File: src/rtl/seq_divider_pkg.sv
// seq_divider_pkg: shared state type and constants for the sequential divider.
// Build option SIGNED_DIV_EN adds the FIX state used for signed results.
package seq_divider_pkg;

    localparam int DIV_WIDTH = 32;

    localparam logic [DIV_WIDTH-1:0] DIV0_QUOTIENT = '1;

    typedef enum logic [1:0] {
        IDLE,
        RUN
`ifdef SIGNED_DIV_EN
        ,
        FIX
`endif
    } state_t;

endpackage

File: src/rtl/seq_divider_if.sv
// seq_divider_if: start/operand/result bundle of the sequential divider.
// Build option SIGNED_DIV_EN adds the signed_op request bit.
interface seq_divider_if
    import seq_divider_pkg::*;
#(
    parameter int WIDTH = DIV_WIDTH
) ();

    logic             start;
    logic [WIDTH-1:0] dividend;
    logic [WIDTH-1:0] divisor;
`ifdef SIGNED_DIV_EN
    logic             signed_op;
`endif
    logic             busy;
    logic             done;
    logic [WIDTH-1:0] quotient;
    logic [WIDTH-1:0] remainder;
    logic             div_by_zero;

`ifdef SIGNED_DIV_EN
    modport master (
        output start, dividend, divisor, signed_op,
        input  busy, done, quotient, remainder, div_by_zero
    );

    modport slave (
        input  start, dividend, divisor, signed_op,
        output busy, done, quotient, remainder, div_by_zero
    );
`else
    modport master (
        output start, dividend, divisor,
        input  busy, done, quotient, remainder, div_by_zero
    );

    modport slave (
        input  start, dividend, divisor,
        output busy, done, quotient, remainder, div_by_zero
    );
`endif

endinterface

File: src/rtl/seq_divider_step.sv
// seq_divider_step: one restoring-division iteration (shift, complement-add,
// select). Pure combinational; no build options.
module seq_divider_step #(
    parameter int WIDTH = 32
) (
    input  logic [WIDTH-1:0] r,
    input  logic [WIDTH-1:0] q,
    input  logic [WIDTH-1:0] d,
    output logic [WIDTH-1:0] r_next,
    output logic [WIDTH-1:0] q_next
);

    logic [WIDTH:0] shifted;
    logic [WIDTH:0] trial;
    logic           no_borrow;

    // Shifted remainder is below 2*D, so a negative trial shows up in bit WIDTH.
    always_comb begin
        shifted   = {r, q[WIDTH-1]};
        trial     = shifted + {1'b1, ~d} + (WIDTH+1)'(1);
        no_borrow = ~trial[WIDTH];
        r_next    = no_borrow ? trial[WIDTH-1:0] : shifted[WIDTH-1:0];
        q_next    = {q[WIDTH-2:0], no_borrow};
    end

endmodule

File: src/rtl/seq_divider.sv
// seq_divider: multi-cycle restoring divider, one quotient bit per clock.
// Build option SIGNED_DIV_EN adds signed operands and a sign-fix cycle.
module seq_divider
    import seq_divider_pkg::*;
#(
    parameter int WIDTH = DIV_WIDTH,
    parameter int CNT_W = 6
) (
    input logic          clk,
    input logic          rst_n,
    seq_divider_if.slave bus
);

    state_t           state;
    state_t           state_next;
    logic [CNT_W-1:0] cnt;
    logic [WIDTH-1:0] d_reg;
    logic [WIDTH-1:0] r_reg;
    logic [WIDTH-1:0] q_reg;
    logic [WIDTH-1:0] step_r;
    logic [WIDTH-1:0] step_q;
    logic [WIDTH-1:0] res_q;
    logic [WIDTH-1:0] res_r;
    logic             zero_flag;
    logic             done_pulse;
    logic [WIDTH-1:0] a_mag;
    logic [WIDTH-1:0] b_mag;
    logic             accept;
    logic             zero_div;
    logic             last;
`ifdef SIGNED_DIV_EN
    logic             a_neg;
    logic             b_neg;
    logic             neg_q;
    logic             neg_r;
`endif

    assign accept   = (state == IDLE) && bus.start;
    assign zero_div = (bus.divisor == '0);
    assign last     = (cnt == CNT_W'(WIDTH - 1));

    assign bus.busy        = (state != IDLE);
    assign bus.done        = done_pulse;
    assign bus.quotient    = res_q;
    assign bus.remainder   = res_r;
    assign bus.div_by_zero = zero_flag;

    // Operand magnitudes fed into the iteration registers on accept.
    always_comb begin
`ifdef SIGNED_DIV_EN
        a_neg = bus.signed_op && bus.dividend[WIDTH-1];
        b_neg = bus.signed_op && bus.divisor[WIDTH-1];
        a_mag = a_neg ? ~bus.dividend + WIDTH'(1) : bus.dividend;
        b_mag = b_neg ? ~bus.divisor + WIDTH'(1) : bus.divisor;
`else
        a_mag = bus.dividend;
        b_mag = bus.divisor;
`endif
    end

    seq_divider_step #(
        .WIDTH (WIDTH)
    ) u_step (
        .r      (r_reg),
        .q      (q_reg),
        .d      (d_reg),
        .r_next (step_r),
        .q_next (step_q)
    );

    // State register.
    always_ff @(posedge clk or negedge rst_n) begin
        if (!rst_n) begin
            state <= IDLE;
        end else begin
            state <= state_next;
        end
    end

    // Next state: a zero divisor is answered straight from IDLE.
    always_comb begin
        state_next = state;
        unique case (state)
            IDLE: begin
                if (bus.start && !zero_div) begin
                    state_next = RUN;
                end
            end
            RUN: begin
                if (last) begin
`ifdef SIGNED_DIV_EN
                    state_next = FIX;
`else
                    state_next = IDLE;
`endif
                end
            end
`ifdef SIGNED_DIV_EN
            FIX: begin
                state_next = IDLE;
            end
`endif
            default: begin
                state_next = IDLE;
            end
        endcase
    end

    // Operand capture, iteration, counter and held results.
    always_ff @(posedge clk or negedge rst_n) begin
        if (!rst_n) begin
            cnt        <= '0;
            d_reg      <= '0;
            r_reg      <= '0;
            q_reg      <= '0;
            res_q      <= '0;
            res_r      <= '0;
            zero_flag  <= 1'b0;
            done_pulse <= 1'b0;
`ifdef SIGNED_DIV_EN
            neg_q      <= 1'b0;
            neg_r      <= 1'b0;
`endif
        end else begin
            done_pulse <= 1'b0;
            if (accept) begin
                if (zero_div) begin
                    res_q      <= '1;
                    res_r      <= bus.dividend;
                    zero_flag  <= 1'b1;
                    done_pulse <= 1'b1;
                end else begin
                    zero_flag <= 1'b0;
                    d_reg     <= b_mag;
                    q_reg     <= a_mag;
                    r_reg     <= '0;
                    cnt       <= '0;
`ifdef SIGNED_DIV_EN
                    neg_q     <= a_neg ^ b_neg;
                    neg_r     <= a_neg;
`endif
                end
            end else if (state == RUN) begin
                r_reg <= step_r;
                q_reg <= step_q;
                cnt   <= cnt + CNT_W'(1);
`ifndef SIGNED_DIV_EN
                if (last) begin
                    res_q      <= step_q;
                    res_r      <= step_r;
                    done_pulse <= 1'b1;
                end
`endif
            end
`ifdef SIGNED_DIV_EN
            else if (state == FIX) begin
                res_q      <= neg_q ? ~q_reg + WIDTH'(1) : q_reg;
                res_r      <= neg_r ? ~r_reg + WIDTH'(1) : r_reg;
                done_pulse <= 1'b1;
            end
`endif
        end
    end

endmodule

File: src/flat_wrapper.sv
// flat-port wrapper written by rule: the top's interface ports become plain ports
module seq_divider_flat import seq_divider_pkg::*;
#(
    parameter int WIDTH = DIV_WIDTH,
    parameter int CNT_W = 6
)
  (clk, rst_n, bus_start, bus_dividend, bus_divisor, bus_busy, bus_done, bus_quotient, bus_remainder, bus_div_by_zero);
  seq_divider_if #(.WIDTH(WIDTH)) bus_i ();
  input logic clk;
  input logic rst_n;
  input wire logic [$bits(bus_i.start)-1:0] bus_start;
  input wire logic [$bits(bus_i.dividend)-1:0] bus_dividend;
  input wire logic [$bits(bus_i.divisor)-1:0] bus_divisor;
  output wire logic [$bits(bus_i.busy)-1:0] bus_busy;
  output wire logic [$bits(bus_i.done)-1:0] bus_done;
  output wire logic [$bits(bus_i.quotient)-1:0] bus_quotient;
  output wire logic [$bits(bus_i.remainder)-1:0] bus_remainder;
  output wire logic [$bits(bus_i.div_by_zero)-1:0] bus_div_by_zero;
  assign bus_i.start = bus_start;
  assign bus_i.dividend = bus_dividend;
  assign bus_i.divisor = bus_divisor;
  assign bus_busy = bus_i.busy;
  assign bus_done = bus_i.done;
  assign bus_quotient = bus_i.quotient;
  assign bus_remainder = bus_i.remainder;
  assign bus_div_by_zero = bus_i.div_by_zero;
  seq_divider #(.WIDTH(WIDTH), .CNT_W(CNT_W)) u_core (.clk(clk), .rst_n(rst_n), .bus(bus_i));
endmodule
File: config.mk
export PLATFORM = sky130hd
export DESIGN_NAME = seq_divider_flat
export DESIGN_NICKNAME = d
export VERILOG_FILES = /design/src/rtl/seq_divider_pkg.sv /design/src/rtl/seq_divider_if.sv /design/src/rtl/seq_divider_step.sv /design/src/rtl/seq_divider.sv /design/src/flat_wrapper.sv
export SDC_FILE = /design/constraint.sdc
export NUM_CORES = 1
export LEC_CHECK = 0
export CAP_MARGIN = 25
export CELL_PAD_IN_SITES_DETAIL_PLACEMENT = 2
export CELL_PAD_IN_SITES_GLOBAL_PLACEMENT = 2
export CORE_MARGIN = 2
export CORE_UTILIZATION = 34
export CTS_CLUSTER_SIZE = 40
export DETAILED_ROUTE_END_ITERATION = 10
export PLACE_DENSITY_LB_ADDON = 0.3
export SYNTH_ARGS = -nofsm -noshare
export SYNTH_HDL_FRONTEND = slang
export SYNTH_SLANG_ARGS = --single-unit
File: constraint.sdc
create_clock -name clk -period 5 [get_ports clk]
set_clock_uncertainty 0.15 [all_clocks]
set_input_delay 1 -clock clk [delete_from_list [all_inputs] [get_ports clk]]
set_output_delay 1 -clock clk [all_outputs]
set_load 0.03 [all_outputs]
# Word-level counts from Yosys, hierarchy flattened
# Cells that the tools add are included.
# W data, S select, Z words.
word_totals:
  in_bits: 67
  elab_cells: 58
  regBits: 170
  out_inout_bits: 67
classes:
  bitwise: 3
  addsub: 3
  n_mux: 25
  eq_ne: 6
  reduce_logical: 12
ops:
  columns: ["op", "count"]
  rows:
  - ["$mux W32", 15]
  - ["$add A33 B1 Y33 const B", 1]
  - ["$add A33 B33 Y33", 1]
  - ["$logic_not A32 Y1", 1]
  - ["$not A32 Y32", 1]
  - ["$mux W6", 3]
  - ["$add A6 B1 Y6 const B", 1]
  - ["$eq A6 B5 Y1 const B", 1]
  - ["$ne A2 B2 Y1 const B", 3]
  - ["$reduce_and A2 Y1", 3]
  - ["$reduce_bool A2 Y1", 3]
  - ["$mux W1", 4]
  - ["$mux W2", 2]
  - ["$pmux W2 S2", 1]
  - ["$reduce_and A3 Y1", 1]
  - ["$eq A2 B1 Y1 const B", 1]
  - ["$logic_and A1 B1 Y1", 2]
  - ["$logic_not A2 Y1", 1]
  - ["$ne A2 B1 Y1 const B", 1]
  - ["$not A1 Y1", 2]
  - ["$logic_not A1 Y1", 1]

# Depth between registers and ports, before layout
# Gate-level depths: netlist of run 1.
logic_depth:
  ltp_word: 7
  ltp_mapped: 15
  mapped_depth_nobuf: 13

# Modules after synthesis
# Synthesis of run 1 repeated with hierarchy kept, for this count alone.
hier_totals:
  cells_unflattened: 1101
  hier_area_um2: 10257.3
modules_own_cells:
  columns: ["module", "seq_area_each_um2", "cells_each", "area_each_um2", "n_inst"]
  rows:
  - ["seq_divider", 4229.1, 764, 7658.6, 1]
  - ["seq_divider_step", 0.0, 337, 2598.7, 1]

# Least setup slack after synthesis of run 1
# OpenSTA, ideal clock, no wires.
synth_path:
  kind: "register to register"
  startpoint: "reg u_core.q_reg[31]"
  endpoint: "reg u_core.res_r[13], in the netlist u_core.bus.remainder[13]"
  path_stages_with_launch: 15
  setup_ps: 118
  synth_period_minus_slack_ps: 3481
  n_path_buf: 1
  t_required_ps: 4732
  arrival_time_ps: 3213
  slack_ps: 1519
  cell_sequence: "dfrtp_1 > inv_1 > ha_1 > inv_1 > fa_1 > a211oi_1 > o21ai_1 > a22oi_2 > o211ai_2 > o21a_1 > buf_6 > o311ai_4 > mux2_2 > o211a_1 > a21o_1"
synth_via:
  elab_chain_cells: 6
synth_rtl:
  columns: ["element", "line_no", "source"]
  rows:
  - ["from (decl)", "seq_divider.sv:19", "logic [WIDTH-1:0] q_reg;"]
  - ["from (signal assigned)", "seq_divider.sv:135", "q_reg <= a_mag;"]
  - ["from (signal assigned)", "seq_divider.sv:145", "q_reg <= step_q;"]
  - ["$add A33 B33 Y33", "seq_divider_step.sv:20", "trial = shifted + {1'b1, ~d} + (WIDTH+1)'(1);"]
  - ["$add A33 B1 Y33", "seq_divider_step.sv:20", null]
  - ["$mux W32", "seq_divider_step.sv:22", "r_next = no_borrow ? trial[WIDTH-1:0] : shifted[WIDTH-1:0];"]
  - ["$mux W32", "seq_divider.sv:148", "if (last) begin"]
  - ["$mux W32", "seq_divider.sv:143", "end else if (state == RUN) begin"]
  - ["$mux W32", "seq_divider.sv:126", "if (accept) begin"]
  - ["to (signal assigned)", "seq_divider.sv:129", "res_r <= bus.dividend;"]
  - ["to (signal assigned)", "seq_divider.sv:150", "res_r <= step_r;"]
  - ["to (decl)", "seq_divider.sv:23", "logic [WIDTH-1:0] res_r;"]
# Every way passes these cells. The select of a mux whose other input is x is not followed.
# A chain may end at the register's enable or synchronous reset.

# Worst setup path after layout of run 1
layout_path:
  startpoint: "reg u_core.q_reg[31]"
  endpoint: "reg u_core.res_r[21], in the netlist u_core.bus.remainder[21]"
# Same word-level chain as after synthesis.

==> results.py, run 1 <==
metrics = {
    "run_status": {
        "status": "complete, no violations",
    },
    "floorplanning": {
        "core_area_sq_um": 28000,
        "die_w_um": 173,
        "die_h_um": 173,
        "start_util_pct": 34.7,
        "ios": 134,
        "die_area_sq_um": 30000,
        "row_count": 61,
    },
    "detailed_routing": {
        "via_per_inst": 5.64,
        "ant_nets": 0,
        "totalWireLength_mm": 36.4,
        "wire_per_inst_um": 22.5,
        "drc": 0,
        "drt_iter0_markers": 445,
        "vias": 9143,
        "first_pass_iters": 5,
    },
    "finish": {
        "nFillCells": 3069,
        "syn_to_final_growth_pct": 23.7,
        "utilization_pct": 43.0,
        "insertedDiodeCount": 0,
        "drive_above_1_share_pct": 5.96,
        "nets": 1331,
    },
    "worst_setup_path": {
        "crit_path_end_kind": "flop",
        "ff2ff_setup_slack_ns": 0.78,
        "path_delay_family": "compound AO/OA/AOI/OAI gates",
        "criticalPathCategory": "reg -> reg",
        "critical_path_depth": 14,
        "r2r_cells": 14,
        "cp_slowest_cell": "o311ai_4",
        "cp_data_required_time_ns": 5.15,
        "max_stage_delay_ns": 0.55,
        "cp_data_arrival_time_ns": 4.36,
        "worstPathCellList": "inv_1 > ha_1 > inv_1 > fa_1 > a211oi_1 > o21ai_1 > a22oi_2 > o211ai_2 > o21a_1 > o311ai_4 > buf_4 > mux2_2 > a21oi_1 > o21ai_1",
        "critPathLaunch": "u_core.q_reg[31]",
        "critical_path.max_fanout": 10,
        "reg2reg_to": "u_core.bus.remainder[21]",
        "start_kind": "flop",
        "crit_path_end": "u_core.bus.remainder[21]",
        "r2r_start": "u_core.q_reg[31]",
        "path_buf_inv": 3,
    },
    "cts": {
        "insertion_delay_ns": 0.45,
        "numCtsBuffers": 17,
        "htreeDepth": 4,
        "cts-hold-fix-buffers": 0,
        "postCtsSetupRepairBufs": 0,
        "clk_pin_slew_ns": 0.08,
        "cts_resized": 0,
        "clockBufferDepth": 2,
        "cts_root_buffer": "clkbuf_16",
        "cts_tree": "yes",
        "clock_sinks": 169,
    },
    "synth": {
        "synth-edff-count": 0,
        "synth_flop_cell": "dfrtp_1",
        "syn_area_sq_um": 9730,
        "syn_inst": 1131,
        "synth_top_area_cell": "dfrtp_1",
        "seq_area_frac_synth_pct": 43.5,
        "syn-num-nets": 1232,
        "synthArstFlopShare_pct": 100,
        "synth-seq-cells": 169,
        "yosysWarnings": 0,
        "synth_area_leaders": "dfrtp_1, nand2_1, o21ai_0",
        "synth_top_area_share_pct": 43.5,
        "synth_area_per_cell_sq_um": 8.60,
        "ys_types": 62,
    },
    "sta": {
        "tns_ns": 0,
        "fmax_mhz": 237,
        "hold_ws_ns": 0.330,
        "drv_slew": 0,
        "post-route-period-util_pct": 84.3,
        "worstMarginPinSlew_ns": 0.890,
        "fin_crit_ns": 4.22,
        "finalHoldViolCount": 0,
        "setup_violations": 0,
        "maxSlewHeadroom_pct": 40.7,
        "rsz0062_at_grt": "false",
    },
    "placement": {
        "routabilityCongestion": 0.836,
        "hpwl_mm": 25.6,
        "port_buffers": 133,
    },
    "global_route": {
        "antenna_found_initial": 1,
        "grt_pass1_vias": 9815,
        "grt_pass1_wl_mm": 57.6,
        "grt_usage_pct": 24.3,
        "grt-ovfl-total": 0,
        "grt_max_degree": 102,
    },
    "flow_run": {
        "cap_violations": 0,
    },
    "worst_hold_path": {
        "hold_path_class": "in -> async",
    },
}
-- layer usage --
metal,GRT usage [%],vias up,wire [um]
met5,0,-,16
met4,6.50,2,626
met3,3.32,45,1220
met2,40.4,215,17100
met1,33.4,4658,17400
li1,-,4223,-
-- placed cells by master, fill, tap and decap left out, types with 18 or more instances in the layout --
| cell type | instances |
|---|---|
| clkdlybuf4s50_1 | 132 |
| a21oi_1 | 72 |
| o21ai_0 | 146 |
| nor2_1 | 69 |
| dfrtp_1 | 169 |
| ha_1 | 33 |
| inv_1 | 43 |
| a31oi_1 | 25 |
| mux2i_1 | 31 |
| xnor2_1 | 18 |
| nand3_1 | 26 |
| nand2_1 | 200 |
| a21o_1 | 18 |
-- worst min path at each step --
| stage | startpoint | to |
|---|---|---|
| after detailed placement | u_core.bus.quotient[15] | u_core.bus.quotient[15] |
| after global placement | u_core.bus.quotient[17] | u_core.bus.quotient[17] |
| after CTS | u_core.bus.quotient[15] | u_core.bus.quotient[15] |
| after global routing | rst_n | u_core.bus.quotient[4] |
| after floorplan | u_core.d_reg[0] | u_core.d_reg[0] |
| final | rst_n | u_core.bus.quotient[4] |
-- synth_stat cells (4+ instances only) --
| master | count |
|---|---|
| a211o_1 | 4 |
| a211oi_1 | 8 |
| a21o_1 | 18 |
| a21oi_1 | 73 |
| a221o_1 | 7 |
| a221oi_1 | 12 |
| a22o_1 | 14 |
| a22oi_1 | 4 |
| a31oi_1 | 25 |
| and2_1 | 6 |
| and3_1 | 9 |
| buf_6 | 4 |
| clkbuf_1 | 66 |
| dfrtp_1 | 169 |
| ha_1 | 33 |
| inv_1 | 43 |
| mux2_2 | 7 |
| mux2i_1 | 31 |
| nand2_1 | 200 |
| nand2b_1 | 9 |
| nand3_1 | 26 |
| nand4_1 | 9 |
| nor2_1 | 71 |
| nor2b_1 | 4 |
| nor3_1 | 10 |
| nor4_1 | 12 |
| o211a_1 | 4 |
| o211ai_1 | 11 |
| o21a_1 | 7 |
| o21ai_0 | 146 |
| o21ai_1 | 8 |
| o21bai_1 | 6 |
| or3_1 | 9 |
| xnor2_1 | 18 |
| xor2_1 | 10 |
-- stage by stage --
stage | setup WS (ns) | cell area (sq um) | std cells
4_1_cts | 0.771 | 12000 | 1618
6_report | 0.784 | 12000 | 1620
2_1_floorplan | 1.52 | 9730 | 1131
3_5_place_dp | 0.881 | 11400 | 1587
5_1_grt | 0.557 | 12000 | 1620
3_3_place_gp | 1.02 | 11400 | 1587
-- kinds of logic after synthesis --
logic type | after synthesis | synth area share [%]
XOR/XNOR | 28 | 2.52
AND/OR/NAND/NOR | 373 | 16.7
multiplexers | 38 | 4.00
adder cells (fa/ha/maj) | 34 | 4.45
buffers and inverters | 116 | 4.81
flip-flops | 169 | 43.5
AO/OA/AOI/OAI | 373 | 24.1
-- area by class of cell --
cell class | instances | area (sq um) | area share, %
multi-input cells | 846 | 5080 | 42.2
well taps | 378 | 473 | 3.93
clock inverters | 14 | 151 | 1.26
flip-flops and latches | 169 | 4230 | 35.1
clock buffers | 17 | 425 | 3.53
inverters | 43 | 161 | 1.34
repair buffers | 153 | 1520 | 12.6
-- worst register-to-register path: stages, from the launching register on --
cell      delay [ns]
dfrtp_1         0.42
inv_1           0.08
ha_1            0.17
inv_1           0.05
fa_1            0.42
a211oi_1        0.24
o21ai_1         0.18
a22oi_2         0.29
o211ai_2        0.23
o21a_1          0.40
o311ai_4        0.55
buf_4           0.27
mux2_2          0.38
a21oi_1         0.17
o21ai_1         0.08
Power of run 1 is left out: the tool's default activity adds up to more than one toggle a clock period on the data nets, which glitch-free logic cannot reach.
==> run 2, diff against run 1 <==
--- a/config.mk
+++ b/config.mk
@@ -9,7 +9,7 @@
 export CELL_PAD_IN_SITES_DETAIL_PLACEMENT = 2
 export CELL_PAD_IN_SITES_GLOBAL_PLACEMENT = 2
 export CORE_MARGIN = 2
-export CORE_UTILIZATION = 34
+export CORE_UTILIZATION = 30
 export CTS_CLUSTER_SIZE = 40
 export DETAILED_ROUTE_END_ITERATION = 10
 export PLACE_DENSITY_LB_ADDON = 0.3
==> constraint.sdc (replaced) <==
create_clock -name clk -period 3.7 [get_ports clk]
set_clock_uncertainty 0.15 [all_clocks]
set_input_delay 0.74 -clock clk [delete_from_list [all_inputs] [get_ports clk]]
set_output_delay 0.74 -clock clk [all_outputs]
set_load 0.03 [all_outputs]
==> run 2 against run 1 <==
Effect of this change:
- register-to-register slack got worse by 0.62 ns
- sequential share of layout area decreased by 1.2 points
- worst hold slack got worse by 0.23 ns
- count of clock-buffer cells in the layout increased by 1
- global-route usage decreased by 2.7 points
- wire length decreased by 1.3%
- sequential cell count unchanged
- die area increased by 13%
- critical path depth unchanged
- utilization decreased by 3.7 points
- cell area increased by 3.4%
- cell count increased by 3.7%
==> results.py, run 2 (same netlist as run 1, synthesis figures left out) <==
metrics = {
    "floorplanning": {
        "row_count": 65,
        "die_w_um": 184,
        "die_h_um": 184,
        "start_util_pct": 30.7,
        "die_area_sq_um": 33900,
        "core_area_sq_um": 31700,
        "ios": 134,
    },
    "finish": {
        "nFillCells": 3509,
        "nets": 1366,
        "drive_above_1_share_pct": 9.31,
        "regArea_sq_um": 4230,
        "mostFrequentLayoutCell": "nand2_1",
        "insertedDiodeCount": 0,
        "multi_input_area_sq_um": 5120,
        "layout_common_cells": "nand2_1, dfrtp_1, o21ai_0",
        "utilization_pct": 39.3,
        "syn_to_final_growth_pct": 27.9,
    },
    "cts": {
        "clk_pin_slew_ns": 0.08,
        "clockBufferDepth": 2,
        "clock_sinks": 169,
        "htreeDepth": 4,
        "cts_tree": "yes",
        "numCtsBuffers": 17,
        "insertion_delay_ns": 0.45,
        "cts_root_buffer": "clkbuf_16",
    },
    "sta": {
        "post-route-period-util_pct": 95.7,
        "worstMarginPinSlew_ns": 0.738,
        "fin_crit_ns": 3.54,
        "fmax_mhz": 282,
        "maxSlewHeadroom_pct": 50.8,
        "setup_violations": 0,
        "drv_slew": 0,
        "tns_ns": 0,
        "finalHoldViolCount": 0,
    },
    "global_route": {
        "antenna_found_initial": 1,
        "grt-ovfl-total": 0,
        "grt_usage_pct": 21.6,
        "grt_max_degree": 68,
        "grt_pass1_wl_mm": 56.8,
        "grt_pass1_vias": 9660,
    },
    "detailed_routing": {
        "wire_per_inst_um": 21.4,
        "ant_nets": 0,
        "totalWireLength_mm": 35.9,
        "via_per_inst": 5.45,
        "first_pass_iters": 5,
        "vias": 9164,
        "drt_iter0_markers": 532,
        "drc": 0,
    },
    "flow_run": {
        "cap_violations": 0,
    },
    "placement": {
        "hpwl_mm": 26.5,
        "port_buffers": 133,
        "routabilityCongestion": 0.841,
    },
    "worst_setup_path": {
        "critical_path.max_fanout": 12,
        "start_kind": "flop",
        "cp_data_arrival_time_ns": 3.72,
        "criticalPathCategory": "reg -> reg",
        "crit_path_end_kind": "flop",
        "cp_data_required_time_ns": 3.88,
        "r2r_cells": 14,
    },
    "worst_hold_path": {
        "hold_path_class": "in -> async",
    },
    "run_status": {
        "status": "complete, no violations",
    },
}
## run 2: cell types whose count changed in the layout (fill, tap and decap cells not counted), sizes merged
cell | before | now
buf | 21 | 56
clkbuf | 17 | 18
clkinv | 5 | 6
inv | 51 | 50
## run 2: worst max-delay path, cell delays in order, from the launching register on
cell and delay, ns:
dfrtp_1 0.43, inv_1 0.08, ha_2 0.19, inv_1 0.05
fa_2 0.37, a211oi_2 0.21, o21ai_2 0.10, a22oi_2 0.21
o211ai_2 0.17, o21a_4 0.26, o311ai_4 0.28, buf_12 0.19
mux2_2 0.36, o211a_1 0.22, a21o_1 0.16
## run 2: per-stage QoR
step / setup slack, ns / area, sq um / cells / hold WS [ns]
after floorplan: 0.219 / 9730 / 1131 / 0.294
after global placement: 0.0719 / 11800 / 1642 / 0.309
after detailed placement: -0.00555 / 11800 / 1642 / 0.319
after CTS: 0.0315 / 12400 / 1678 / 0.117
after global routing: -0.0452 / 12500 / 1680 / 0.135
final: 0.160 / 12500 / 1680 / 0.103
## run 2: per-layer routing
layer	wire, um	GRT usage (%)	vias to the layer above
li1	-	-	4303
met4	363	4.90	2
met3	1240	2.49	27
met2	16800	35.2	190
met5	9	0	-
met1	17600	30.8	4642
## run 2: cell type report
class,count,area share [%]
Clock buffer,18,3.45
Clock inverter,14,1.24
Inverter,43,1.30
Multi-Input combinational cell,846,41.1
Sequential cell,169,34.0
Tap cell,402,4.04
Timing Repair Buffer,188,14.9
## run 2: what timing repair did
action	in CTS	in global routing
setup buffers	3	2
cloned	1	0
gates resized for setup	4	9
hold buffers	0	0
endpoints found under the setup margin	6	17
pin swaps	2	3
## run 2: worst paths after layout
| check | start | slack, ns | to |
|---|---|---|---|
| worst max-delay path | u_core.q_reg[31] | 0.16 | u_core.bus.remainder[14] |
| worst min-delay path | rst_n | 0.10 | u_core.bus.quotient[9] |
| worst max register to register | u_core.q_reg[31] | 0.16 | u_core.bus.remainder[14] |
| worst min register to register | u_core.bus.remainder[19] | 0.33 | u_core.bus.remainder[19] |
| max in group asynchronous | rst_n | 2.49 | u_core.d_reg[28] |
| min in group clk | u_core.bus.remainder[19] | 0.33 | u_core.bus.remainder[19] |
Power of run 2 is left out for the same reason.
==> run 3, diff against run 2 <==
--- a/config.mk
+++ b/config.mk
@@ -8,7 +8,7 @@
 export CAP_MARGIN = 25
 export CELL_PAD_IN_SITES_DETAIL_PLACEMENT = 2
 export CELL_PAD_IN_SITES_GLOBAL_PLACEMENT = 2
-export CORE_MARGIN = 2
+export CORE_MARGIN = 1.5
 export CORE_UTILIZATION = 30
 export CTS_CLUSTER_SIZE = 40
 export DETAILED_ROUTE_END_ITERATION = 10
==> constraint.sdc (replaced) <==
create_clock -name clk -period 3.1 [get_ports clk]
set_clock_uncertainty 0.15 [all_clocks]
set_input_delay 0.62 -clock clk [delete_from_list [all_inputs] [get_ports clk]]
set_output_delay 0.62 -clock clk [all_outputs]
set_load 0.03 [all_outputs]
==> run 3 against run 2 <==
Effect of this change:
- the run now ends with negative setup slack left
- count of clock-buffer cells in the layout up 1
- cell count grew 8.2%
- utilization increased by 6.1 points
- worst hold slack better by 0.23 ns
- register-to-register slack got worse by 0.78 ns
- sequential share of layout area decreased by 4.6 points
- wire length is 29% higher
- worst setup slack got worse by 0.78 ns
- non-clock buffer count increased by 138
- die area down 1.1%
- sequential cell count unchanged
- global-route usage grew 2.8 points
- critical path type unchanged
- highest routed layer is now met4
==> results.py, run 3 (same netlist as run 1, synthesis figures left out) <==
metrics = {
    "worst_hold_path": {
        "hold_path_class": "reg -> reg",
        "hold_path_depth": 2,
    },
    "worst_setup_path": {
        "cp_slowest_cell": "dfrtp_1",
        "cp_data_required_time_ns": 3.28,
        "max_stage_delay_ns": 0.39,
        "r2r_start": "u_core.q_reg[31]",
        "critical_path.max_fanout": 8,
        "cp_data_arrival_time_ns": 3.91,
        "ff2ff_setup_slack_ns": -0.62,
        "path_delay_family": "compound AO/OA/AOI/OAI gates",
        "start_kind": "flop",
        "critPathLaunch": "u_core.q_reg[31]",
        "critical_path_depth": 14,
        "crit_path_end_kind": "flop",
        "criticalPathCategory": "reg -> reg",
        "r2r_cells": 14,
        "worstPathCellList": "inv_1 > ha_2 > inv_2 > fa_2 > a211oi_2 > o21ai_2 > a22oi_2 > o211ai_2 > o21a_2 > o311ai_4 > buf_12 > mux2_4 > o211a_1 > a21o_1",
        "path_buf_inv": 3,
        "crit_path_end": "u_core.bus.remainder[18]",
        "reg2reg_to": "u_core.bus.remainder[18]",
    },
    "detailed_routing": {
        "first_pass_iters": 7,
        "via_per_inst": 5.65,
        "totalWireLength_mm": 46.2,
        "wire_per_inst_um": 25.4,
        "vias": 10268,
        "drc": 0,
        "ant_nets": 0,
        "drt_iter0_markers": 696,
    },
    "sta": {
        "fin_crit_ns": 3.72,
        "post-route-period-util_pct": 120,
        "worstMarginPinSlew_ns": 0.602,
        "fmax_mhz": 268,
        "tns_ns": -29.52,
        "hold_ws_ns": 0.334,
        "maxSlewHeadroom_pct": 59.6,
        "rsz0062_at_grt": "true",
        "setup_violations": 66,
        "drv_slew": 0,
        "setup_ws_ns": -0.625,
        "finalHoldViolCount": 0,
    },
    "flow_run": {
        "cap_violations": 0,
    },
    "run_status": {
        "violations": "negative setup slack",
        "status": "finished with violations",
    },
    "floorplanning": {
        "core_area_sq_um": 31700,
        "row_count": 65,
        "ios": 134,
        "die_w_um": 183,
        "die_area_sq_um": 33500,
        "die_h_um": 183,
        "start_util_pct": 30.7,
    },
    "global_route": {
        "antenna_found_initial": 1,
        "grt_pass1_wl_mm": 63.1,
        "grt_max_degree": 87,
        "grt-ovfl-total": 0,
        "grt_usage_pct": 24.4,
        "grt_pass1_vias": 10833,
    },
    "placement": {
        "port_buffers": 133,
        "dpl_cell_area_sq_um": 12700,
        "hpwl_mm": 29.0,
        "routabilityCongestion": 0.848,
        "place_inst": 1760,
    },
    "finish": {
        "fin_cells": 1818,
        "drive_above_1_share_pct": 24.5,
        "nFillCells": 3341,
        "nets": 1504,
        "layout_common_cells": "nand2_1, dfrtp_1, buf_4",
        "syn_to_final_growth_pct": 47.8,
        "fin_area_sq_um": 14400,
        "mostFrequentLayoutCell": "nand2_1",
    },
    "cts": {
        "numCtsBuffers": 17,
        "clockBufferDepth": 2,
        "clock_sinks": 169,
        "clk_pin_slew_ns": 0.07,
        "insertion_delay_ns": 0.45,
        "htreeDepth": 4,
        "cts_root_buffer": "clkbuf_16",
        "cts_tree": "yes",
    },
}
run 3: worst min-delay path: cells and delay by family, from the launching register on:
family             cells  cell delay, ns
AOI/OAI and AO/OA      1            0.06
DFF                    1            0.34
and+or+nand+nor        1            0.05
run 3: final cells by class:
type	instances	area (sq um)	area share, %
Multi-Input combinational cell	846	5860	40.7
Tap cell	402	503	3.50
Inverter	43	161	1.12
Timing Repair Buffer	326	3030	21.0
Clock inverter	12	168	1.17
Antenna cell	1	2.50	0.0174
Sequential cell	169	4230	29.4
Clock buffer	19	433	3.01
run 3: what timing repair did:
| item | CTS | global route |
|---|---|---|
| pin swaps | 47 | 40 |
| hold buffers | 1 | 0 |
| hold endpoints to repair | 6 | 0 |
| resized for setup | 108 | 75 |
| endpoints found under the setup margin | 65 | 68 |
| setup buffers | 17 | 16 |
| gates cloned | 1 | 0 |
run 3: routing by layer:
metal | global-route usage (%) | wire length, um | up-vias
li1 | - | - | 4565
met1 | 32.2 | 20400 | 5282
met2 | 41.2 | 22700 | 349
met3 | 4.19 | 2020 | 72
met4 | 6.43 | 1040 | 0
met5 | 0 | 0 | -
run 3: worst min path at each step:
stage                             startpoint                        to  slack (ns)
finish               u_core.bus.quotient[25]   u_core.bus.quotient[25]        0.33
global route         u_core.bus.remainder[3]   u_core.bus.remainder[3]        0.37
CTS                 u_core.bus.remainder[18]  u_core.bus.remainder[18]        0.33
detailed placement  u_core.bus.remainder[18]  u_core.bus.remainder[18]        0.32
global placement     u_core.bus.quotient[30]   u_core.bus.quotient[30]        0.31
floorplan                              rst_n    u_core.bus.div_by_zero        0.17
run 3: through the flow:
step,util [%],setup slack [ns]
floorplan,-,-0.318
global placement,40.1,-0.328
detailed placement,40.1,-0.446
CTS,44.0,-0.297
global route,45.3,-0.652
finish,45.4,-0.625
Power of run 3 is left out for the same reason.
